[src/rtl/fir_pkg.sv]
// Shared fixed-point constants, sizing helpers and state encoding for the FIR chain
// (filtro_fir and fir_decimator).
package fir_pkg;

    localparam int NB_S87       = 8;
    localparam int NBF_S87      = 7;
    localparam int DEF_LOG2_DEC = 2;

    function automatic int calc_nb_acc(input int nb_in, input int log2_dec);
        return nb_in + log2_dec;
    endfunction

    // Total right shift: divide by DEC and drop the surplus fraction bits.
    function automatic int calc_sh(input int log2_dec, input int nbf_in, input int nbf_out);
        return log2_dec + nbf_in - nbf_out;
    endfunction

    localparam int NB_ACC = calc_nb_acc(NB_S87, DEF_LOG2_DEC);
    localparam int SH     = calc_sh(DEF_LOG2_DEC, NBF_S87, NBF_S87);

    typedef enum logic {
        PRIME = 1'b0,
        RUN   = 1'b1
    } dec_state_t;

endpackage

[src/rtl/fir_decimator_if.sv]
// Sample-stream bundle between the FIR output and the decimator.
interface fir_decimator_if #(
    parameter int NB_INPUT  = 8,
    parameter int NB_OUTPUT = 8
);
    logic                        i_en;
    logic signed [NB_INPUT-1:0]  i_is_data;
    logic signed [NB_OUTPUT-1:0] o_os_data;
    logic                        o_valid;
    logic                        o_sat;

    modport master (output i_en, i_is_data, input o_os_data, o_valid, o_sat);
    modport slave  (input i_en, i_is_data, output o_os_data, o_valid, o_sat);
endinterface

[src/rtl/fir_decimator_sat_round.sv]
// Combinational round-half-up by SH bits followed by saturation to NB_OUT bits;
// also used for filtro_fir output requantization.
module sat_round #(
    parameter int NB_IN  = 10,
    parameter int SH     = 2,
    parameter int NB_OUT = 8
) (
    input  logic signed [NB_IN-1:0]  i_data,
    output logic signed [NB_OUT-1:0] o_data,
    output logic                     o_ovf
);
    localparam int NB_W = NB_IN + 1;
    localparam logic signed [NB_W-1:0] HALF  = NB_W'(1) << (SH - 1);
    localparam logic signed [NB_W-1:0] MAX_V = NB_W'((1 << (NB_OUT - 1)) - 1);
    localparam logic signed [NB_W-1:0] MIN_V = ~MAX_V;

    // One guard bit so adding the half LSB can never wrap.
    logic signed [NB_W-1:0] rnd_d;
    logic signed [NB_W-1:0] shr_d;

    always_comb begin
        rnd_d = {i_data[NB_IN-1], i_data} + HALF;
        shr_d = rnd_d >>> SH;
        o_ovf = 1'b0;
        if (shr_d > MAX_V) begin
            o_data = MAX_V[NB_OUT-1:0];
            o_ovf  = 1'b1;
        end else if (shr_d < MIN_V) begin
            o_data = MIN_V[NB_OUT-1:0];
            o_ovf  = 1'b1;
        end else begin
            o_data = shr_d[NB_OUT-1:0];
        end
    end
endmodule

[src/rtl/fir_decimator.sv]
// Integrate-and-dump decimator: averages blocks of 2^LOG2_DEC enabled samples and
// emits one rounded, saturated sample per block; the first block after reset is discarded.
module fir_decimator
    import fir_pkg::*;
#(
    parameter int NB_INPUT   = 8,
    parameter int NBF_INPUT  = 7,
    parameter int NB_OUTPUT  = 8,
    parameter int NBF_OUTPUT = 7,
    parameter int LOG2_DEC   = 2
) (
    input  logic           clk,
    input  logic           i_rst_n,
    input  logic           i_srst,
    fir_decimator_if.slave bus
);
    localparam int ACC_W = calc_nb_acc(NB_INPUT, LOG2_DEC);
    localparam int SHIFT = calc_sh(LOG2_DEC, NBF_INPUT, NBF_OUTPUT);
    localparam logic [LOG2_DEC-1:0] CNT_LAST = '1;

    logic [LOG2_DEC-1:0]         cnt_q;
    logic signed [ACC_W-1:0]     acc_q;
    dec_state_t                  state_q;
    logic signed [NB_OUTPUT-1:0] data_q;
    logic                        valid_q;
    logic                        sat_q;

    logic                        dump_d;
    logic signed [ACC_W-1:0]     sum_d;
    logic signed [NB_OUTPUT-1:0] rq_d;
    logic                        ovf_d;

    // The dump sum includes the sample arriving on the dump cycle.
    assign dump_d = bus.i_en && (cnt_q == CNT_LAST);
    assign sum_d  = acc_q + {{LOG2_DEC{bus.i_is_data[NB_INPUT-1]}}, bus.i_is_data};

    sat_round #(
        .NB_IN (ACC_W),
        .SH    (SHIFT),
        .NB_OUT(NB_OUTPUT)
    ) u_sat_round (
        .i_data(sum_d),
        .o_data(rq_d),
        .o_ovf (ovf_d)
    );

    always_ff @(posedge clk or negedge i_rst_n) begin
        if (!i_rst_n) begin
            cnt_q   <= '0;
            acc_q   <= '0;
            state_q <= PRIME;
            data_q  <= '0;
            valid_q <= 1'b0;
            sat_q   <= 1'b0;
        end else if (i_srst) begin
            cnt_q   <= '0;
            acc_q   <= '0;
            state_q <= PRIME;
            data_q  <= '0;
            valid_q <= 1'b0;
            sat_q   <= 1'b0;
        end else begin
            valid_q <= 1'b0;
            if (bus.i_en) begin
                cnt_q <= cnt_q + 1'b1;
                if (dump_d) begin
                    acc_q <= '0;
                    // PRIME swallows the pipeline-fill block of the upstream FIR.
                    if (state_q == PRIME) begin
                        state_q <= RUN;
                    end else begin
                        data_q  <= rq_d;
                        valid_q <= 1'b1;
                        sat_q   <= sat_q | ovf_d;
                    end
                end else begin
                    acc_q <= sum_d;
                end
            end
        end
    end

    assign bus.o_os_data = data_q;
    assign bus.o_valid   = valid_q;
    assign bus.o_sat     = sat_q;
endmodule

[src/flat_wrapper.sv]
// flat-port wrapper written by rule: the top's interface ports become plain ports
module fir_decimator_flat import fir_pkg::*;
#(
    parameter int NB_INPUT   = 8,
    parameter int NBF_INPUT  = 7,
    parameter int NB_OUTPUT  = 8,
    parameter int NBF_OUTPUT = 7,
    parameter int LOG2_DEC   = 2
)
  (clk, i_rst_n, i_srst, bus_i_en, bus_i_is_data, bus_o_os_data, bus_o_valid, bus_o_sat);
  fir_decimator_if #(.NB_INPUT(NB_INPUT), .NB_OUTPUT(NB_OUTPUT)) bus_i ();
  input  logic clk;
  input  logic i_rst_n;
  input  logic i_srst;
  input wire logic [$bits(bus_i.i_en)-1:0] bus_i_en;
  input wire logic [$bits(bus_i.i_is_data)-1:0] bus_i_is_data;
  output wire logic [$bits(bus_i.o_os_data)-1:0] bus_o_os_data;
  output wire logic [$bits(bus_i.o_valid)-1:0] bus_o_valid;
  output wire logic [$bits(bus_i.o_sat)-1:0] bus_o_sat;
  assign bus_i.i_en = bus_i_en;
  assign bus_i.i_is_data = bus_i_is_data;
  assign bus_o_os_data = bus_i.o_os_data;
  assign bus_o_valid = bus_i.o_valid;
  assign bus_o_sat = bus_i.o_sat;
  fir_decimator #(.NB_INPUT(NB_INPUT), .NBF_INPUT(NBF_INPUT), .NB_OUTPUT(NB_OUTPUT), .NBF_OUTPUT(NBF_OUTPUT), .LOG2_DEC(LOG2_DEC)) u_core (.clk(clk), .i_rst_n(i_rst_n), .i_srst(i_srst), .bus(bus_i));
endmodule
[config.mk]
export PLATFORM = sky130hd
export DESIGN_NAME = fir_decimator_flat
export DESIGN_NICKNAME = d
export VERILOG_FILES = /design/src/rtl/fir_pkg.sv /design/src/rtl/fir_decimator_if.sv /design/src/rtl/fir_decimator_sat_round.sv /design/src/rtl/fir_decimator.sv /design/src/flat_wrapper.sv
export SDC_FILE = /design/constraint.sdc
export NUM_CORES = 1
export LEC_CHECK = 0
export CORE_ASPECT_RATIO = 0.6
export CORE_MARGIN = 5
export CORE_UTILIZATION = 57
export CTS_BUF_LIST = sky130_fd_sc_hd__clkbuf_2 sky130_fd_sc_hd__clkbuf_4 sky130_fd_sc_hd__clkbuf_8
export CTS_CLUSTER_SIZE = 25
export DETAILED_ROUTE_END_ITERATION = 7
export PLACE_DENSITY = 0.93
export REMOVE_ABC_BUFFERS = 1
export SYNTH_ARGS = -nofsm -noshare
export SYNTH_HDL_FRONTEND = slang
export SYNTH_SLANG_ARGS = --single-unit
[constraint.sdc]
create_clock -name clk -period 3.4 [get_ports clk]
set_clock_uncertainty 0.1 [all_clocks]
set_input_delay 0.68 -clock clk [delete_from_list [all_inputs] [get_ports clk]]
set_output_delay 0.68 -clock clk [all_outputs]
set_load 0.005 [all_outputs]
==> impl_metrics.yaml <==
run_status:
  status: "finished, final reports clean"
critical_path:
  crit_path_start_kind: "primary input"
  crit_arrival_ns: 3.41
  endpoint_kind: "flip-flop"
  path_max_fanout: 6
  crit_required_ns: 3.51
  criticalPathCategory: "in -> reg"
timing:
  min_period_ns: 3.29
  worst_pin_slew_ns: 0.703
  max-slew-margin-rel_pct: 53.0
  fmax_mhz: 304
  final.period_utilization_pct: 96.8
  grt_setup_unrepaired: "false"
  finalSetupViolations: 0
  slew_violations: 0
  finalHoldViolations: 0
  tns_ns: 0
clock_network:
  hold_buffers: 0
  cts_buffer_depth: 2
  cts.sinks: 23
  cts_root_buf: "clkbuf_8"
  cts_tree: "yes"
  path_clk_slew_ns: 0.08
  clk_latency_ns: 0.27
  cts_htree_levels: 1
  cts-buffers-inserted: 3
routing:
  dr_total_vias: 1599
  viasPerCell: 6.35
  drc: 0
  drt-total-wl_mm: 4.52
  firstDrtPassIters: 4
  wl_per_cell_um: 17.9
  drt.antenna.violating_nets: 0
  initialDrtViolationCount: 130
finish:
  nets: 245
  fin_cells: 252
  fillCellCount: 146
  syn_to_final_growth_pct: 34.9
  drive_gt1_share_pct: 26.8
  insertedDiodeCount: 0
synthesis:
  syn_inst: 173
  ys_seq_area_share_pct: 35.9
  yosysTopAreaCell: "dfrtp_1"
  synthDistinctLibCells: 42
  synth.avg_cell_area_um2: 9.27
  synth.cell_area_mm2: 0.00160
  ys.warnings.count: 0
  synthTopCellsByArea: "dfrtp_1, ha_1, a21oi_1"
  synth-edff-count: 0
  yosysTopAreaCellShare_pct: 35.9
  synth-seq-cells: 23
  async_flop_share_pct: 100
  synth_ff_type: "dfrtp_1"
floorplan:
  core_area_mm2: 0.00259
  design.die.area_mm2: 0.00401
  die_x_um: 78.5
  start_util_pct: 61.9
  die_h_um: 51.1
  rows: 14
  num_io_pins: 22
job:
  cap_violations: 0
pwr:
  power_density_mw_per_mm2: 391
  p_leak_nw: 0.970
  peakVddDrop_mv: 0.276
placed_design:
  port_buffers: 21
  placed_cells: 246
  gp_congestion: 0.918
  hpwl_mm: 3.09
global_routing:
  grt_max_degree: 24
  grt_pass1_wl_mm: 7.80
  grt_overflow: 0
  grt_pass1_vias: 1662
  grt_use_total_pct: 24.8
  antenna_found_initial: 0
hold_path:
  min_path_type: "reg -> reg"
[flip-flops by register name, indices dropped and copies added, names as in the netlist]
register              count
u_core.acc_q             10
u_core.bus.o_os_data      8
u_core.cnt_q              2
u_core.bus.o_sat          1
u_core.bus.o_valid        1
u_core.state_q            1
[synth_stat cells (all sizes together), types with 2 or more instances]
cell type / number
dfrtp: 23
o22ai: 2
xnor2: 6
nand3b: 2
a21oi: 19
o21ai: 5
and3: 2
o211ai: 2
inv: 2
ha: 11
a211oi: 2
and2: 3
nor2: 19
and4: 2
nor4: 2
clkbuf: 4
xor2: 5
nand3: 6
or2: 2
nor3: 8
a21boi: 2
nand2b: 5
or3: 5
a221o: 5
nor2b: 8
nand2: 7
nand4: 4
[cell usage in the layout, fill, tap and decap left out, types with 2 or more instances in the layout]
| cell type | Yosys | layout |
|---|---|---|
| or2_2 | 2 | 2 |
| nand3_1 | 6 | 5 |
| nor2_1 | 18 | 18 |
| o21ai_0 | 5 | 5 |
| and2_1 | 3 | 3 |
| clkbuf_8 | 0 | 3 |
| ha_1 | 11 | 7 |
| xnor2_1 | 6 | 6 |
| inv_1 | 2 | 2 |
| nand3b_1 | 2 | 2 |
| a21oi_4 | 1 | 2 |
| o22ai_1 | 2 | 2 |
| nor3_1 | 8 | 6 |
| nor4_1 | 2 | 2 |
| nand2b_1 | 5 | 4 |
| nor3_2 | 0 | 2 |
| clkdlybuf4s50_1 | 0 | 19 |
| or3_1 | 3 | 3 |
| a21oi_1 | 18 | 17 |
| nand4_1 | 3 | 3 |
| dfrtp_1 | 23 | 23 |
| ha_4 | 0 | 2 |
| nor2b_1 | 8 | 8 |
| ha_2 | 0 | 2 |
| buf_4 | 0 | 27 |
| a211oi_1 | 2 | 2 |
| a221o_2 | 5 | 5 |
| a21boi_0 | 2 | 2 |
| nand2_1 | 7 | 7 |
| or3_4 | 2 | 2 |
| xor2_1 | 5 | 4 |
| o211ai_1 | 2 | 2 |
[worst paths after layout]
kind	startpoint	end	slack, ns	cells after the start
hold / removal	u_core.bus.o_os_data[7]	u_core.bus.o_os_data[7]	0.40	2
hold reg to reg	u_core.bus.o_os_data[7]	u_core.bus.o_os_data[7]	0.40	2
setup reg to reg	u_core.acc_q[0]	u_core.bus.o_os_data[0]	0.43	10
setup / recovery	bus_i_is_data[2]	u_core.bus.o_os_data[0]	0.11	10
min in group asynchronous	i_rst_n	u_core.acc_q[8]	0.66	2
max in group asynchronous	i_rst_n	u_core.acc_q[1]	2.30	2
[kinds of logic (layout without fill, tap and decap cells)]
group	Yosys count	in the layout	synth area share, %
simple gates	76	76	27.7
buf+inv	7	54	1.64
fa+ha+maj	12	12	9.83
mux	1	1	0.624
compound gates	43	43	18.3
xor+xnor	11	11	6.01
flops	23	23	35.9
[worst max-delay path, cell delays in order]
cell,delay (ns)
clkdlybuf4s50_1,0.45
ha_4,0.35
nand3_2,0.12
and3_4,0.19
or3_4,0.38
nor4b_4,0.30
nand4_2,0.14
or3_4,0.40
a21oi_4,0.25
a221o_2,0.15
[metrics by stage]
step	power, W	area (µm²)	hold WS [ns]	util (%)	setup slack, ns
after global routing	0.000898	2160	0.432	83.4	0.0116
after floorplan	0.000495	1590	0.284	-	-0.0606
after global placement	0.000608	2020	0.368	78.0	-0.315
after CTS	0.000823	2110	0.406	81.4	0.0664
final	0.000846	2160	0.398	83.4	0.107
after detailed placement	0.000625	2020	0.385	78.0	-0.431
[power by group]
group          switching, W  leakage [nW]  internal (W)
Clock             0.0000930        0.0262     0.0000919
Sequential        0.0000113         0.314      0.000289
Combinational      0.000188         0.630      0.000174
Total              0.000292         0.970      0.000554
[what timing repair did]
item / 4_1_cts / 5_1_grt
setup endpoints to repair: 7 / 8
resized for setup: 9 / 7
pin swaps: 8 / 6
buffers inserted: 1 / 1
endpoints found under the hold margin: 0 / 0
cloned: 0 / 0
[area by class of cell]
type	count	area, µm²	share of cell area (%)
multi-input cells	143	1080	49.8
flip-flops and latches	23	576	26.6
repair buffers	48	414	19.1
clock buffers	4	48.8	2.26
well taps	32	40.0	1.85
inverters	2	7.51	0.347
[routing by layer]
metal / global-route usage [%] / part of all wire, %
met3: 6.49 / 8.7
met5: 0 / 0
met2: 44.7 / 50
met4: 10.8 / 2.8
met1: 28.2 / 38
No activity file was read; power rests on OpenSTA's default activity.
